File: src/rtl/fifo_pkg.sv
// Shared types and constants for the FIFO read-side stream adapter.
// Holds the buffer-state encoding and the pop-headroom helper.
package fifo_pkg;

  localparam int WORD_SIZE_DEF = 8;
  localparam int WORDS_OUT_W   = 16;

  typedef enum logic [1:0] {
    EMPTY = 2'd0,
    ONE   = 2'd1,
    TWO   = 2'd2
  } buf_state_e;

  // A pop is safe when buffered words plus the word already in flight,
  // minus the word leaving this cycle, still leaves a free slot.
  function automatic logic pop_allowed(input logic [1:0] occ,
                                       input logic       infl,
                                       input logic       xfer);
    logic [2:0] pending;
    pending = {1'b0, occ} + {2'b00, infl} - {2'b00, xfer};
    return (pending < 3'd2);
  endfunction

endpackage

File: src/rtl/fifo_reader.sv
// Adapts a 1-cycle-latency FIFO read port to a valid/ready stream through
// a 2-entry in-order skid buffer, with flush and a transfer counter.
module fifo_reader
  import fifo_pkg::*;
#(
  parameter int WORD_SIZE = WORD_SIZE_DEF
) (
  input  logic                   clk,
  input  logic                   rst,
  input  logic                   fifo_empty,
  output logic                   fifo_re,
  input  logic [WORD_SIZE-1:0]   fifo_rdata,
  input  logic                   flush,
  output logic                   m_valid,
  input  logic                   m_ready,
  output logic [WORD_SIZE-1:0]   m_data,
  output logic [1:0]             occupancy,
  output logic [WORDS_OUT_W-1:0] words_out
);

  buf_state_e             state_r, state_s;
  logic [WORD_SIZE-1:0]   head_r, head_s;
  logic [WORD_SIZE-1:0]   tail_r, tail_s;
  logic                   inflight_r;
  logic                   run_r;
  logic                   transfer_s;
  logic                   write_s;
  logic [WORDS_OUT_W-1:0] words_out_r;

  assign m_valid    = (state_r != EMPTY);
  assign m_data     = head_r;
  assign occupancy  = state_r;
  assign words_out  = words_out_r;
  assign transfer_s = m_valid & m_ready;
  assign write_s    = inflight_r;

  // run_r holds pops off until the first edge after reset releases.
  assign fifo_re = run_r & ~fifo_empty & ~flush
                 & pop_allowed(state_r, inflight_r, transfer_s);

  // Next buffer state and contents; head always carries the oldest word.
  always_comb begin
    state_s = state_r;
    head_s  = head_r;
    tail_s  = tail_r;
    if (flush) begin
      state_s = EMPTY;
    end else begin
      case (state_r)
        EMPTY: begin
          if (write_s) begin
            state_s = ONE;
            head_s  = fifo_rdata;
          end else begin
            state_s = EMPTY;
          end
        end
        ONE: begin
          if (write_s && transfer_s) begin
            state_s = ONE;
            head_s  = fifo_rdata;
          end else if (write_s) begin
            state_s = TWO;
            tail_s  = fifo_rdata;
          end else if (transfer_s) begin
            state_s = EMPTY;
          end else begin
            state_s = ONE;
          end
        end
        TWO: begin
          if (transfer_s) begin
            state_s = ONE;
            head_s  = tail_r;
          end else begin
            state_s = TWO;
          end
        end
        default: begin
          state_s = EMPTY;
        end
      endcase
    end
  end

  // State, data, in-flight flag and transfer counter registers.
  always_ff @(posedge clk or posedge rst) begin
    if (rst) begin
      state_r     <= EMPTY;
      head_r      <= '0;
      tail_r      <= '0;
      inflight_r  <= 1'b0;
      run_r       <= 1'b0;
      words_out_r <= '0;
    end else begin
      state_r    <= state_s;
      head_r     <= head_s;
      tail_r     <= tail_s;
      inflight_r <= fifo_re & ~flush;
      run_r      <= 1'b1;
      if (transfer_s) begin
        words_out_r <= words_out_r + 16'd1;
      end
    end
  end

endmodule

File: config.mk
export PLATFORM = sky130hd
export DESIGN_NAME = fifo_reader
export DESIGN_NICKNAME = d
export VERILOG_FILES = /design/src/rtl/fifo_pkg.sv /design/src/rtl/fifo_reader.sv
export SDC_FILE = /design/constraint.sdc
export NUM_CORES = 1
export LEC_CHECK = 0
export CELL_PAD_IN_SITES_DETAIL_PLACEMENT = 1
export CELL_PAD_IN_SITES_GLOBAL_PLACEMENT = 2
export CORE_MARGIN = 2
export CORE_UTILIZATION = 31
export DETAILED_ROUTE_END_ITERATION = 6
export PLACE_DENSITY_LB_ADDON = 0.15
export SLEW_MARGIN = 20
export SYNTH_ARGS = -nofsm -noshare
export SYNTH_HDL_FRONTEND = slang
export SYNTH_SLANG_ARGS = --single-unit
File: constraint.sdc
create_clock -name clk -period 3.15 [get_ports clk]
set_input_delay 0.4725 -clock clk [delete_from_list [all_inputs] [get_ports clk]]
set_output_delay 0.4725 -clock clk [all_outputs]
set_load 0.005 [all_outputs]
**Word level (Yosys, flattened, before mapping)**

Cells that the tools add are included.

- Add/subtract/negate cells: 3
- Order comparisons: 1
- Eq/ne operators: 5
- Multiplexer cells: 11
- Bitwise operators: 8
- Reduce and logical (&&, ||, !) cells: 6

Operators with widths:

| kind | number |
|---|---|
| $mux W8 | 3 |
| $pmux W8 S3 | 1 |
| $add A16 B1 Y16 const B | 1 |
| $mux W2 | 4 |
| $ne A2 B2 Y1 const B | 3 |
| $pmux W2 S3 | 1 |
| $and A1 B1 Y1 | 5 |
| $reduce_and A5 Y1 | 1 |
| $reduce_and A4 Y1 | 1 |
| $add A2 B1 Y3 | 1 |
| $lt A3 B2 Y1 const B | 1 |
| $not A1 Y1 | 3 |
| $reduce_bool A3 Y1 | 1 |
| $sub A3 B1 Y3 | 1 |
| $eq A2 B1 Y1 const B | 1 |
| $eq A2 B2 Y1 const B | 1 |
| $logic_not A2 Y1 | 1 |
| $mux W1 | 2 |
| $reduce_bool A2 Y1 | 1 |
| $logic_and A1 B1 Y1 | 1 |

- Flip-flop bits (word level): 36
- Input port bits: 13
- Output and inout port bits: 28
- Logic and storage cells: 40

**Depth between registers and ports, before layout**

- Depth after elaboration: 7
- Mapped depth: 8
- Mapped depth without buffers: 8

**Least setup slack after synthesis**

No wires, ideal clock.

- Path type: register to output
- Start point: register state_r[1] (netlist: occupancy[1])
- End point: output port fifo_re
- Arrival: 2.298 ns
- Data required time: 2.677 ns
- Slack: 0.379 ns
- Stages on the path, launching flop included: 9
- Buffers on the path: 0
- Cell sequence: dfrtp_1 or2_2 and2_4 inv_4 ha_1 or2b_1 fa_1 nand2_1 nor4_1

- Word-level cells in the longest chain between the ends: 5
- Elaborated cells between the ends (all ways): 6
- Classes of those cells: 2 x add/sub; 1 x order compare; 2 x bitwise; 1 x reduce/logical

Ends and longest elaborated chain:

| element | line | text |
|---|---|---|
| start: declaration | fifo_reader.sv:21 | `buf_state_e state_r, state_s;` |
| start signal: assignment | fifo_reader.sv:96 | `state_r <= state_s;` |
| $reduce_bool A2 Y1 | fifo_reader.sv:30 | `assign m_valid = (state_r != EMPTY);` |
| via m_valid | fifo_reader.sv:14 | `output logic m_valid,` |
| $and A1 B1 Y1 | fifo_reader.sv:34 | `assign transfer_s = m_valid & m_ready;` |
| $sub A3 B1 Y3 | fifo_pkg.sv:20 | `pending = {1'b0, occ} + {2'b00, infl} - {2'b00, xfer};` |
| $lt A3 B2 Y1 | fifo_pkg.sv:21 | `return (pending < 3'd2);` |
| $and A1 B1 Y1 | fifo_reader.sv:39 | `& pop_allowed(state_r, inflight_r, transfer_s);` |
| end: declaration | fifo_reader.sv:11 | `output logic fifo_re,` |

The timed path passes the listed nets, and every way through them passes these cells.

**Final worst setup path**

- Start point: register state_r[0] (netlist: occupancy[0])
- End point: output port fifo_re

- Word-level cells in the longest chain between the ends: 5
- Elaborated cells between the ends (all ways): 6
- Classes of those cells: 2 x add/sub; 1 x order compare; 2 x bitwise; 1 x reduce/logical

Ends and longest elaborated chain:

| element | line |
|---|---|
| branches (longest 2 deep; another with $add A2 B1 Y3) | - |
| $sub A3 B1 Y3 * | fifo_pkg.sv:20 |
| $lt A3 B2 Y1 * | fifo_pkg.sv:21 |
| $and A1 B1 Y1 * | fifo_reader.sv:39 |

Every way passes the cells marked *.

==> summary.md <==
| Metric | Value |
|---|---|
| Antenna violations before repair | `0` |
| Most common flop cell mapped by yosys | `dfrtp_1` |
| Comb pwr share | `17.4%` |
| Outcome | `completed` |
| Cell Pwr Density | `576 mW/mm²` |
| #FFs+latches synth | `36` |
| Fillers | `563` |
| Clk_lat worst skew | `0.29 ns` |
| Critical Path RT | `2.68 ns` |
| Max-cap violations | `0` |
| Max clock buf depth | `2` |
| Cts hold-fix bufs | `0` |
| Seq/Total Area, Yosys | `53.4%` |
| Fin. max-slew vios | `0` |
| Final wirelength | `4.13 mm` |
| Core Region | `0.00517 mm²` |
| Die H | `77.8 µm` |
| Tcrit/Tclk final | `98.5%` |
| Sw Share | `21.9%` |
| Largest net degree at the start of global routing | `18` |
| Initial Util | `32.6%` |
| Setup Viol. Count Final | `0` |
| H-tree levels | `2` |
| HP Class | `reg -> reg` |
| Setup crit start kind | `register` |
| Reg clk slew, reported paths | `0.07 ns` |
| Iteration-0 DRC Markers | `39` |
| I/O pins | `41` |
| Clk sinks | `36` |
| FP Rows | `26` |
| Placer Congestion | `0.744` |
| Placed Cells | `267` |
| Slew margin rel. | `53.0%` |
| Die width | `77.8 µm` |
| Num CTS Buffers | `5` |
| Clock Skews | `0.00534 ns` |
| Reg2reg setup slack | `0.80 ns` |
| Number of enable flip-flop cells after synthesis | `0` |
| Synthesized area | `0.00169 mm²` |
| Post-DP HPWL | `3.05 mm` |
| Top area cells in the synthesized netlist | `dfrtp_1 53%, mux2_2 11%, nand2_1 8.2%` |
| Crit path max-delay cell type | `fa_1` |
| Syn Inst Count | `152` |
| Via count | `1317` |
| Die area | `0.00605 mm²` |
| Via density | `4.77` |
| Final non-filler cell total | `276` |
| Antenna Nets Post-Route | `0` |
| Diodes inserted | `0` |
| Share of power burned in registers | `41.7%` |
| RSZ-0062 raised after global routing | `true` |
| Internal Power | `0.00108 W` |
| Yosys warns | `0` |
| Cell variety after synth | `30` |
| Avg WL per Cell | `15.0 µm` |
| Total track usage | `14.9%` |
| Final TNS setup | `0 ns` |
| Worst Tran Pin Value | `0.704 ns` |
| Top-count cell post-synth | `nand2_1` |
| Crit path buffers/inverters | `2` |
| Largest area contributor in the netlist | `dfrtp_1` |
| Critical path endpoint category | `output port` |
| FMAX | `0.322 GHz` |
| Clock tree from TritonCTS | `done` |
| Avg Inst Size Synth | `11.1 µm²` |
| Arr. time, crit path | `2.63 ns` |
| CTS root buf | `clkbuf_8` |
| Congestion Overflow GR | `0` |
| CP delay by family, top | `simple AND/OR/NAND/NOR gates` |
| Power share of the clock group | `41.0%` |
| Final hold vios | `0` |
| Worst vdd ir | `0.299 mV` |
| Initial DRT Pass Iterations | `4` |
| Max incr delay on CP | `0.54 ns` |
| Critical path class | `reg -> out` |
| Mapped Nets | `168` |
| Final min period | `3.10 ns` |
| CP Cell Sequence | `or2_4 -> and2_4 -> inv_4 -> ha_4 -> or2b_1 -> fa_1 -> nand2_1 -> nor4_2 -> buf_2` |
| Total Nets Final | `221` |
| Dpl cell area | `0.00222 mm²` |
| Residual DRC | `0` |
| Fin area | `0.00240 mm²` |
| Critical Path Fanout Max | `2` |
| First-pass GRT wire length | `6.90 mm` |
| Layout area overhead | `42.5%` |
| Vias in the first global route | `1424` |
| FFs w/ async S/R, synth | `100%` |
| I/O Buffers | `40` |
| Commonest cells post-synth | `37 x nand2_1, 36 x dfrtp_1, 16 x mux2_2` |
| Layout cell share with drive strength beyond 1 | `21.8%` |
| Pleak | `1.12 nW` |
| Post-synth top area share | `53.4%` |
| Sw Pwr | `0.000303 W` |
## cell type report
cell class | instances | area, µm² | share of cell area, %
inverter | 3 | 13.8 | 0.572
clock buffer | 5 | 68.8 | 2.86
tap | 70 | 87.6 | 3.64
clock inverter | 3 | 90.1 | 3.75
multi-input combinational | 109 | 771 | 32.0
timing repair buffer | 50 | 473 | 19.7
sequential | 36 | 901 | 37.5
## cell usage in the layout (no fill, tap or decap), types with 2 or more instances in the layout
master / netlist / layout
a21oi_1: 2 / 2
and4_1: 2 / 2
buf_4: 0 / 10
bufinv_16: 0 / 3
clkbuf_8: 0 / 5
clkdlybuf4s50_1: 0 / 38
dfrtp_1: 36 / 36
inv_1: 2 / 2
mux2_2: 16 / 16
nand2_1: 37 / 37
nand3_1: 5 / 5
nand4_1: 2 / 2
nor2_1: 7 / 7
nor3_1: 2 / 2
or2_2: 3 / 2
or2b_1: 3 / 3
xnor2_1: 9 / 9
xor2_1: 7 / 7
## worst reg2reg max path, cell delays in order (launching register included)
cell and delay, ns:
dfrtp_1 0.38, or2_4 0.25, and2_4 0.17, inv_4 0.05, ha_4 0.19, or2b_1 0.25
fa_1 0.54, nand2_1 0.08, buf_4 0.13, nor4_1 0.20
## sequential cells by signal (all words and copies together) (netlist names)
register,cells
inflight_r,1
m_data,8
occupancy,2
run_r,1
tail_r,8
words_out,16
## power by group through the flow
stage	sequential, W	combinational [W]	clock (W)
after detailed placement	0.000587	0.000242	0
after floorplan	0.000581	0.0000898	0
after CTS	0.000578	0.000244	0.000586
after global placement	0.000582	0.000236	0
after global routing	0.000589	0.000266	0.000608
final	0.000577	0.000241	0.000567
## metrics by stage
step	setup WS [ns]	utilization [%]	total power, W	hold WS [ns]
2_1_floorplan	0.379	-	0.000671	0.465
3_3_place_gp	-0.271	42.9	0.000819	0.459
3_5_place_dp	-0.386	42.9	0.000829	0.473
4_1_cts	0.0385	46.0	0.00141	0.483
5_1_grt	-0.0941	46.5	0.00146	0.497
6_report	0.0481	46.5	0.00139	0.474
## path summary, 6_finish.rpt
kind	start	to	depth (start not counted)
setup reg to reg	occupancy[0]$_DFF_PP0_	inflight_r$_DFF_PP0_	9
max in group asynchronous	rst	m_data[4]$_DFFE_PP0P_	3
setup / recovery	occupancy[0]$_DFF_PP0_	fifo_re	9
min in group asynchronous	rst	tail_r[5]$_DFFE_PP0P_	2
hold reg to reg	words_out[15]$_DFFE_PP0P_	words_out[15]$_DFFE_PP0P_	1
hold / removal	words_out[15]$_DFFE_PP0P_	words_out[15]$_DFFE_PP0P_	1
## logic make-up (layout without fill, tap and decap cells)
family | count (synthesis) | count (layout) | synth area share [%]
AND/OR/NAND/NOR | 69 | 69 | 20.9
flip-flops | 36 | 36 | 53.4
multiplexers | 17 | 17 | 11.3
buffers and inverters | 7 | 61 | 2.22
AO/OA/AOI/OAI | 3 | 3 | 1.04
adder cells (fa/ha/maj) | 3 | 3 | 2.67
XOR/XNOR | 16 | 16 | 8.30
other | 1 | 1 | 0.222
## what timing repair did
item,CTS,global route
resized for setup,5,3
endpoints found under the setup margin,1,1
setup buffers,0,1
pin swaps,0,4
cloned,0,0
## per-layer routing
layer | track usage (%) | vias to the layer above | share of wire (%)
li1 | - | 607 | -
met4 | 6.96 | 0 | 2.0
met3 | 3.95 | 7 | 3.8
met1 | 17.9 | 676 | 44
met5 | 0 | - | 0
met2 | 24.7 | 27 | 51
No activity file was read; power rests on OpenSTA's default activity.
